### src/rtl/uart_com.sv
// 8N1 UART for the memory controller's COM port: independent TX and RX FSMs,
// with a one-deep receive buffer and overrun/framing status flags.
module uart_com #(
  parameter int CLKS_PER_BIT = 434
) (
  input  logic       clk50M,
  input  logic       rst,
  input  logic       rxd,
  output logic       txd,
  input  logic [7:0] com_data_out,
  input  logic       enable_com_write,
  output logic       com_write_ready,
  output logic [7:0] com_data_in,
  output logic       com_read_ready,
  input  logic       int_com_ack,
  output logic       com_overrun,
  output logic       com_frame_err
);

  localparam int CNT_W = $clog2(CLKS_PER_BIT);
  localparam logic [CNT_W-1:0] LAST = CNT_W'(CLKS_PER_BIT - 1);
  localparam logic [CNT_W-1:0] HALF = CNT_W'(CLKS_PER_BIT / 2);

  typedef enum logic [1:0] {TX_IDLE, TX_START, TX_DATA, TX_STOP} tx_state_t;
  typedef enum logic [2:0] {RX_IDLE, RX_START, RX_DATA, RX_STOP, RX_BREAK} rx_state_t;

  tx_state_t        tx_state_reg, tx_state_next;
  logic [CNT_W-1:0] tx_cnt_reg, tx_cnt_next;
  logic [2:0]       tx_bit_reg, tx_bit_next;
  logic [7:0]       tx_shift_reg, tx_shift_next;
  logic             txd_reg, txd_next;
  logic             ready_reg;

  rx_state_t        rx_state_reg, rx_state_next;
  logic [CNT_W-1:0] rx_cnt_reg, rx_cnt_next;
  logic [2:0]       rx_bit_reg, rx_bit_next;
  logic [7:0]       rx_shift_reg, rx_shift_next;
  logic             rx_meta_reg, rxs_reg;
  logic             rx_done, rx_bad;
  logic [7:0]       data_reg;
  logic             read_ready_reg, overrun_reg, frame_err_reg;

  // txd and com_write_ready are registered so the line never glitches
  always_ff @(posedge clk50M or posedge rst) begin
    if (rst) begin
      tx_state_reg <= TX_IDLE;
      tx_cnt_reg   <= '0;
      tx_bit_reg   <= '0;
      tx_shift_reg <= '0;
      txd_reg      <= 1'b1;
      ready_reg    <= 1'b1;
    end else begin
      tx_state_reg <= tx_state_next;
      tx_cnt_reg   <= tx_cnt_next;
      tx_bit_reg   <= tx_bit_next;
      tx_shift_reg <= tx_shift_next;
      txd_reg      <= txd_next;
      ready_reg    <= (tx_state_next == TX_IDLE);
    end
  end

  always_comb begin
    tx_state_next = tx_state_reg;
    tx_cnt_next   = tx_cnt_reg;
    tx_bit_next   = tx_bit_reg;
    tx_shift_next = tx_shift_reg;
    txd_next      = 1'b1;
    case (tx_state_reg)
      TX_IDLE: begin
        if (enable_com_write) begin
          tx_shift_next = com_data_out;
          tx_cnt_next   = '0;
          tx_bit_next   = '0;
          tx_state_next = TX_START;
          txd_next      = 1'b0;
        end
      end
      TX_START: begin
        txd_next = 1'b0;
        if (tx_cnt_reg == LAST) begin
          tx_cnt_next   = '0;
          tx_state_next = TX_DATA;
          txd_next      = tx_shift_reg[0];
        end else begin
          tx_cnt_next = tx_cnt_reg + 1'b1;
        end
      end
      TX_DATA: begin
        txd_next = tx_shift_reg[0];
        if (tx_cnt_reg == LAST) begin
          tx_cnt_next   = '0;
          tx_shift_next = {1'b0, tx_shift_reg[7:1]};
          tx_bit_next   = tx_bit_reg + 3'd1;
          txd_next      = tx_shift_reg[1];
          if (tx_bit_reg == 3'd7) begin
            tx_state_next = TX_STOP;
            txd_next      = 1'b1;
          end
        end else begin
          tx_cnt_next = tx_cnt_reg + 1'b1;
        end
      end
      TX_STOP: begin
        if (tx_cnt_reg == LAST) begin
          tx_cnt_next   = '0;
          tx_state_next = TX_IDLE;
        end else begin
          tx_cnt_next = tx_cnt_reg + 1'b1;
        end
      end
      default: tx_state_next = TX_IDLE;
    endcase
  end

  always_ff @(posedge clk50M or posedge rst) begin
    if (rst) begin
      rx_meta_reg    <= 1'b1;
      rxs_reg        <= 1'b1;
      rx_state_reg   <= RX_IDLE;
      rx_cnt_reg     <= '0;
      rx_bit_reg     <= '0;
      rx_shift_reg   <= '0;
      data_reg       <= '0;
      read_ready_reg <= 1'b0;
      overrun_reg    <= 1'b0;
      frame_err_reg  <= 1'b0;
    end else begin
      rx_meta_reg   <= rxd;
      rxs_reg       <= rx_meta_reg;
      rx_state_reg  <= rx_state_next;
      rx_cnt_reg    <= rx_cnt_next;
      rx_bit_reg    <= rx_bit_next;
      rx_shift_reg  <= rx_shift_next;
      frame_err_reg <= rx_bad;
      // a completing byte beats a concurrent ack; overrun only when unacked
      if (rx_done) begin
        data_reg       <= rx_shift_reg;
        read_ready_reg <= 1'b1;
        overrun_reg    <= int_com_ack ? 1'b0 : (overrun_reg | read_ready_reg);
      end else if (int_com_ack) begin
        read_ready_reg <= 1'b0;
        overrun_reg    <= 1'b0;
      end
    end
  end

  always_comb begin
    rx_state_next = rx_state_reg;
    rx_cnt_next   = rx_cnt_reg;
    rx_bit_next   = rx_bit_reg;
    rx_shift_next = rx_shift_reg;
    rx_done       = 1'b0;
    rx_bad        = 1'b0;
    case (rx_state_reg)
      RX_IDLE: begin
        // the cycle that sees the low level counts as the first start-bit cycle
        if (!rxs_reg) begin
          rx_cnt_next   = CNT_W'(1);
          rx_state_next = RX_START;
        end
      end
      RX_START: begin
        if (rx_cnt_reg == HALF) begin
          rx_cnt_next   = '0;
          rx_bit_next   = '0;
          rx_state_next = rxs_reg ? RX_IDLE : RX_DATA;
        end else begin
          rx_cnt_next = rx_cnt_reg + 1'b1;
        end
      end
      RX_DATA: begin
        if (rx_cnt_reg == LAST) begin
          rx_cnt_next   = '0;
          rx_shift_next = {rxs_reg, rx_shift_reg[7:1]};
          rx_bit_next   = rx_bit_reg + 3'd1;
          if (rx_bit_reg == 3'd7) rx_state_next = RX_STOP;
        end else begin
          rx_cnt_next = rx_cnt_reg + 1'b1;
        end
      end
      RX_STOP: begin
        if (rx_cnt_reg == LAST) begin
          rx_cnt_next   = '0;
          rx_done       = rxs_reg;
          rx_bad        = !rxs_reg;
          rx_state_next = rxs_reg ? RX_IDLE : RX_BREAK;
        end else begin
          rx_cnt_next = rx_cnt_reg + 1'b1;
        end
      end
      RX_BREAK: begin
        if (rxs_reg) rx_state_next = RX_IDLE;
      end
      default: rx_state_next = RX_IDLE;
    endcase
  end

  assign txd             = txd_reg;
  assign com_write_ready = ready_reg;
  assign com_data_in     = data_reg;
  assign com_read_ready  = read_ready_reg;
  assign com_overrun     = overrun_reg;
  assign com_frame_err   = frame_err_reg;

endmodule

### config.mk
export PLATFORM = sky130hd
export DESIGN_NAME = uart_com
export DESIGN_NICKNAME = d
export VERILOG_FILES = /design/src/rtl/uart_com.sv
export SDC_FILE = /design/constraint.sdc
export NUM_CORES = 1
export LEC_CHECK = 0
export ABC_AREA = 1
export BUFFER_PORTS_ARGS = -buffer_cell sky130_fd_sc_hd__buf_2
export CAP_MARGIN = 5
export CORE_ASPECT_RATIO = 1.75
export CORE_MARGIN = 10
export CORE_UTILIZATION = 45
export DETAILED_ROUTE_END_ITERATION = 10
export GPL_TIMING_DRIVEN = 1
export SLEW_MARGIN = 20
export SYNTH_ARGS = -nofsm -noshare
export SYNTH_HDL_FRONTEND = slang
export SYNTH_SLANG_ARGS = --single-unit
### constraint.sdc
create_clock -name clk50M -period 4 [get_ports clk50M]
set_clock_uncertainty 0.05 [all_clocks]
set_input_delay 0.8 -clock clk50M [delete_from_list [all_inputs] [get_ports clk50M]]
set_output_delay 0.8 -clock clk50M [all_outputs]
set_load 0.05 [all_outputs]
[Yosys cells after proc, flatten, opt, wreduce, memory -nomap -nowiden]
Cells that the tools add are included.
Storage, ports and cells
  flip-flop bits (word level): 60
  bits of input ports: 13
  output and inout port bits: 13
  word-level logic and storage cells: 100
Cells by class
  $add $sub $neg: 4
  equality and inequality tests: 20
  mux-type cells: 44
  bitwise operators: 1
  reduce and logical (&&, ||, !) cells: 15
Operator list (number)
  2-to-1 mux 9 bit: 5
  2-to-1 mux 3 bit: 11
  one-hot mux 9 bit (3 select lines): 1
  adder 9 x 1 -> 9 bit, second input constant: 2
  == test 9 bit, second input constant: 2
  one-hot mux 9 bit (2 select lines): 1
  2-to-1 mux 8 bit: 2
  != test 2 bit, second input constant: 8
  one-hot mux 8 bit (2 select lines): 1
  one-hot mux 3 bit (5 select lines): 1
  2-to-1 mux 1 bit: 12
  2-to-1 mux 2 bit: 6
  one-hot mux 3 bit (2 select lines): 2
  == test 3 bit, second input constant: 3
  == test 9 x 8 -> 1 bit, second input constant: 1
  one-hot mux 2 bit (4 select lines): 1
  adder 3 x 1 -> 3 bit, second input constant: 2
  == test 3 x 2 -> 1 bit, second input constant: 2
  AND reduction 3 bit: 2
  AND reduction 6 bit: 1
  nonzero test 2 bit: 3
  == test 2 bit, second input constant: 2
  logical NOT 2 bit: 2
  AND reduction 2 bit: 2
  other kinds (9): 9

[Logic depth before layout (Yosys ltp)]
  depth after elaboration: 5
  mapped depth: 11
  gate-level depth less buffers: 10

[Worst setup path before layout]
No wires, ideal clock.
  path type: reg2reg
  start: register rx_cnt_reg[1]
  end: register data_reg[0], in the netlist com_data_in[0]
  library setup time: 0.119 ns
  data arrival time: 1.370 ns
  data required time: 3.831 ns
  slack: 2.461 ns
  cell stages (with the launch flop): 11
  path buffers: 1
  period minus slack after synthesis: 1.539 ns
  cell sequence: dfrtp_1 > inv_1 > ha_1 > nand2_1 > nor2_2 > nand2_2 > nor2_4 > inv_4 > buf_6 > nand2_1 > nand2_1
On the way
  word-level cells in the longest chain between the ends: 3
Ends and longest elaborated chain
  start, declared: RTL line 35  | logic [CNT_W-1:0] rx_cnt_reg, rx_cnt_next;
  start signal, assigned: RTL line 131  | rx_cnt_reg <= rx_cnt_next;
  == test 9 bit: RTL line 182  | if (rx_cnt_reg == LAST) begin
  2-to-1 mux 1 bit: RTL line 182
  2-to-1 mux 1 bit: RTL line 154  | case (rx_state_reg)
  end signal, assigned: RTL line 137  | data_reg <= rx_shift_reg;
  end, declared: RTL line 40  | logic [7:0] data_reg;
Every way passes these cells.
A chain may end at the register's enable or synchronous reset.

[Worst setup path after layout]
  start: register txd_reg, in the netlist txd
  end: output port txd
RTL lines
  start, declared: RTL line 31  | logic txd_reg, txd_next;
  start signal, assigned: RTL line 57  | txd_reg <= txd_next;
  end, declared: RTL line 9  | output logic txd,
No word-level cell between the ends.

==> impl_metrics.env <==
export IMPL_outcome="finished, final reports clean"
export IMPL_netlist_area_mm2=0.00308
export IMPL_dpl_hpwl_mm=4.32
export IMPL_cts_clk_slew_worst_paths_ns=0.05
export IMPL_start_util=0.468
export IMPL_core_mm2=0.00659
export IMPL_cts_tree="yes"
export IMPL_grt_max_degree=41
export IMPL_crit_path_max_incr_delay_ns=0.51
export IMPL_num_vias=2374
export IMPL_post_route_min_period_ns=1.94
export IMPL_wl_per_cell_um=12.4
export IMPL_layout_nets=419
export IMPL_holdWs_ns=0.302
export IMPL_grt_first_pass_wirelength_mm=10.6
export IMPL_slew_headroom=0.454
export IMPL_rows=39
export IMPL_path_class="reg2out"
export IMPL_cp_cell_sequence="buf_2"
export IMPL_hold_viol_final=0
export IMPL_critPathMaxFanout=1
export IMPL_drc=0
export IMPL_grt_setup_unrepaired="false"
export IMPL_synthesis_instances=366
export IMPL_crit_arrival_ns=1.09
export IMPL_critPathSlowestCell="dfstp_2"
export IMPL_top_usage_layer="met2"
export IMPL_gr_usage_met2=0.209
export IMPL_r2r_slack_ns=2.33
export IMPL_crit_path_end_kind="primary output"
export IMPL_cp_num_cells=1
export IMPL_holdPathStages=0
export IMPL_drive_above_1_share=0.231
export IMPL_synth_edff_count=0
export IMPL_cap_viol_max_count=0
export IMPL_power_mw=1.55
export IMPL_fmax_ghz=0.515
export IMPL_grt_total_usage=0.128
export IMPL_clockBufferDepth=2
export IMPL_io_buffers=25
export IMPL_seqCellArea_mm2=0.00151
export IMPL_cts_setup_buffers=0
export IMPL_synth_area_per_cell_um2=8.43
export IMPL_yosysSeqAreaShare=0.488
export IMPL_tightest_slew_ns=0.818
export IMPL_drv_slew=0
export IMPL_cp_required_ns=3.15
export IMPL_antenna_found_initial=0
export IMPL_wirelength_mm=6.02
export IMPL_worstHoldEndpoint="rxs_reg$_DFF_PP1_"
export IMPL_cp_start_kind="register"
export IMPL_ys_types=34
export IMPL_met1_usage=0.137
export IMPL_h_tree_depth=3
export IMPL_use_met3=0.0319
export IMPL_cts_hold_buf=0
export IMPL_min_from="rx_meta_reg$_DFF_PP1_"
export IMPL_cts_root_buf="clkbuf_16"
export IMPL_ys_ff_latch=60
export IMPL_io_pins=26
export IMPL_ant_nets=0
export IMPL_yosys_warnings=0
export IMPL_first_iter_violations=101
export IMPL_crit_buf_inv=1
export IMPL_grt_ovfl_total=0
export IMPL_dieArea_mm2=0.0107
export IMPL_synth_ff_type="dfrtp_1"
export IMPL_fin_crit_sh=0.485
export IMPL_r2r_end="rx_cnt_reg[7]$_DFFE_PP0P_"
export IMPL_die_width_um=82.6
export IMPL_multi_input_area_mm2=0.00134
export IMPL_diodes=0
export IMPL_syn_nets=387
export IMPL_reg2reg_from="rx_cnt_reg[1]$_DFFE_PP0P_"
export IMPL_clock_sinks=60
export IMPL_peakVddDrop_mv=0.388
export IMPL_die_height_um=130
export IMPL_fill_cells=628
export IMPL_cts_resized=0
export IMPL_finalWeightedCongestion=0.836
export IMPL_setup_violations=0
export IMPL_async_flop_share=1.00
export IMPL_leakagePower_nw=1.80
export IMPL_viasPerCell=4.89
export IMPL_hold_path_class="reg2reg"
export IMPL_cts_inserted_buffers=9
export IMPL_finalSetupTns_ns=0
export IMPL_syn_to_final_growth_pct=17.6
export IMPL_pwr_density_cell_mw_per_mm2=428
export IMPL_drt_pass1_iter_count=4
export IMPL_ff2ff_path_depth=9
export IMPL_path_delay_family="flip-flops"
export IMPL_grt_pass1_vias=2477
export IMPL_clk_latency_ns=0.33
-- power breakdown --
part,internal [mW],switching (mW)
logic,0.00693,0.0160
registers,0.610,0.00133
clock network,0.644,0.275
total,1.26,0.293
-- logic make-up after synthesis --
group,count (synthesis),synth area share
AOI/OAI and AO/OA,47,0.0970
xor gates and xnor gates,5,0.0142
adders and majority gates,8,0.0325
buffers and inverters,53,0.0771
DFF,60,0.488
and+or+nand+nor,193,0.291
-- synth_stat cells (2+ instances only) --
| library cell | n | area, µm² |
|---|---|---|
| nand4_1 | 3 | 18.8 |
| inv_1 | 39 | 146 |
| nor2_4 | 4 | 45.0 |
| nor2_1 | 26 | 97.6 |
| o21ai_0 | 9 | 45.0 |
| nor3_1 | 4 | 20.0 |
| nand2_4 | 2 | 22.5 |
| o21ai_2 | 9 | 78.8 |
| o21ai_1 | 14 | 70.1 |
| ha_1 | 8 | 100 |
| nand2_2 | 10 | 62.6 |
| nand3_1 | 25 | 125 |
| xor2_1 | 4 | 35.0 |
| inv_2 | 7 | 26.3 |
| nand2_1 | 109 | 409 |
| nor2_2 | 3 | 18.8 |
| o22ai_1 | 6 | 37.5 |
| dfrtp_1 | 56 | 1400 |
| buf_6 | 2 | 22.5 |
| dfstp_2 | 4 | 105 |
| nand3_2 | 4 | 40.0 |
| a21oi_1 | 5 | 25.0 |
| nor3_2 | 2 | 20.0 |
-- how the worst max path moves through the flow --
stage | startpoint | end | slack [ns]
floorplan | rst | com_data_in[0]$_DFFE_PP0P_ | 1.67
global placement | rst | rx_meta_reg$_DFF_PP1_ | 2.04
detailed placement | rst | rx_meta_reg$_DFF_PP1_ | 2.04
CTS | txd$_DFF_PP1_ | txd | 2.04
global route | txd$_DFF_PP1_ | txd | 2.04
finish | txd$_DFF_PP1_ | txd | 2.06
-- cell type report --
| type | count | share of cell area |
|---|---|---|
| Inverter | 48 | 0.0517 |
| Sequential cell | 60 | 0.415 |
| Clock inverter | 5 | 0.0293 |
| Multi-Input combinational cell | 253 | 0.369 |
| Clock buffer | 11 | 0.0697 |
| Timing Repair Buffer | 26 | 0.0366 |
| Tap cell | 82 | 0.0283 |
-- layout by cell type (no fill, tap or decap) --
master      netlist  layout
o22ai_1           6       6
nand4_1           3       3
nand3_4           1       1
inv_1            39      38
nand3_1          25      25
bufinv_16         0       3
nor2_4            4       4
buf_4             1       1
o21ai_0           9       9
nand2_4           2       2
clkbuf_16         0       9
nor2_2            3       3
dfstp_2           4       4
clkbuf_8          0       2
nand2_2          10      10
o22ai_2           1       1
ha_1              8       8
a21oi_4           1       1
a21boi_1          1       1
nand3_2           4       4
xnor2_1           1       1
nor3_2            2       2
dfrtp_1          56      56
o21ai_1          14      14
clkinvlp_4        0       1
nor2_1           26      26
buf_2             1      25
clkinv_4          1       1
nand2_1         109     109
inv_4             1       1
a21oi_1           5       5
inv_2             7       8
inv_6             0       1
o21ai_2           9       9
nor3_1            4       4
xor2_1            4       4
a31oi_1           1       1
-- per-stage QoR --
| step | util | setup WS [ns] | instances | instance area [µm²] |
|---|---|---|---|---|
| floorplan | - | 1.67 | 366 | 3080 |
| global route | 0.551 | 2.04 | 485 | 3630 |
| CTS | 0.551 | 2.04 | 485 | 3630 |
| detailed placement | 0.496 | 2.04 | 469 | 3270 |
| finish | 0.551 | 2.06 | 485 | 3630 |
| global placement | 0.496 | 2.04 | 469 | 3270 |
-- layer usage --
metal / routed length (µm) / part of all wire / vias to the layer above
li1: - / - / 1234
met1: 2490 / 0.41 / 1086
met2: 3040 / 0.50 / 36
met3: 246 / 0.041 / 18
met4: 245 / 0.041 / 0
met5: 0 / 0 / -
(Power assumes the default switching activity.)
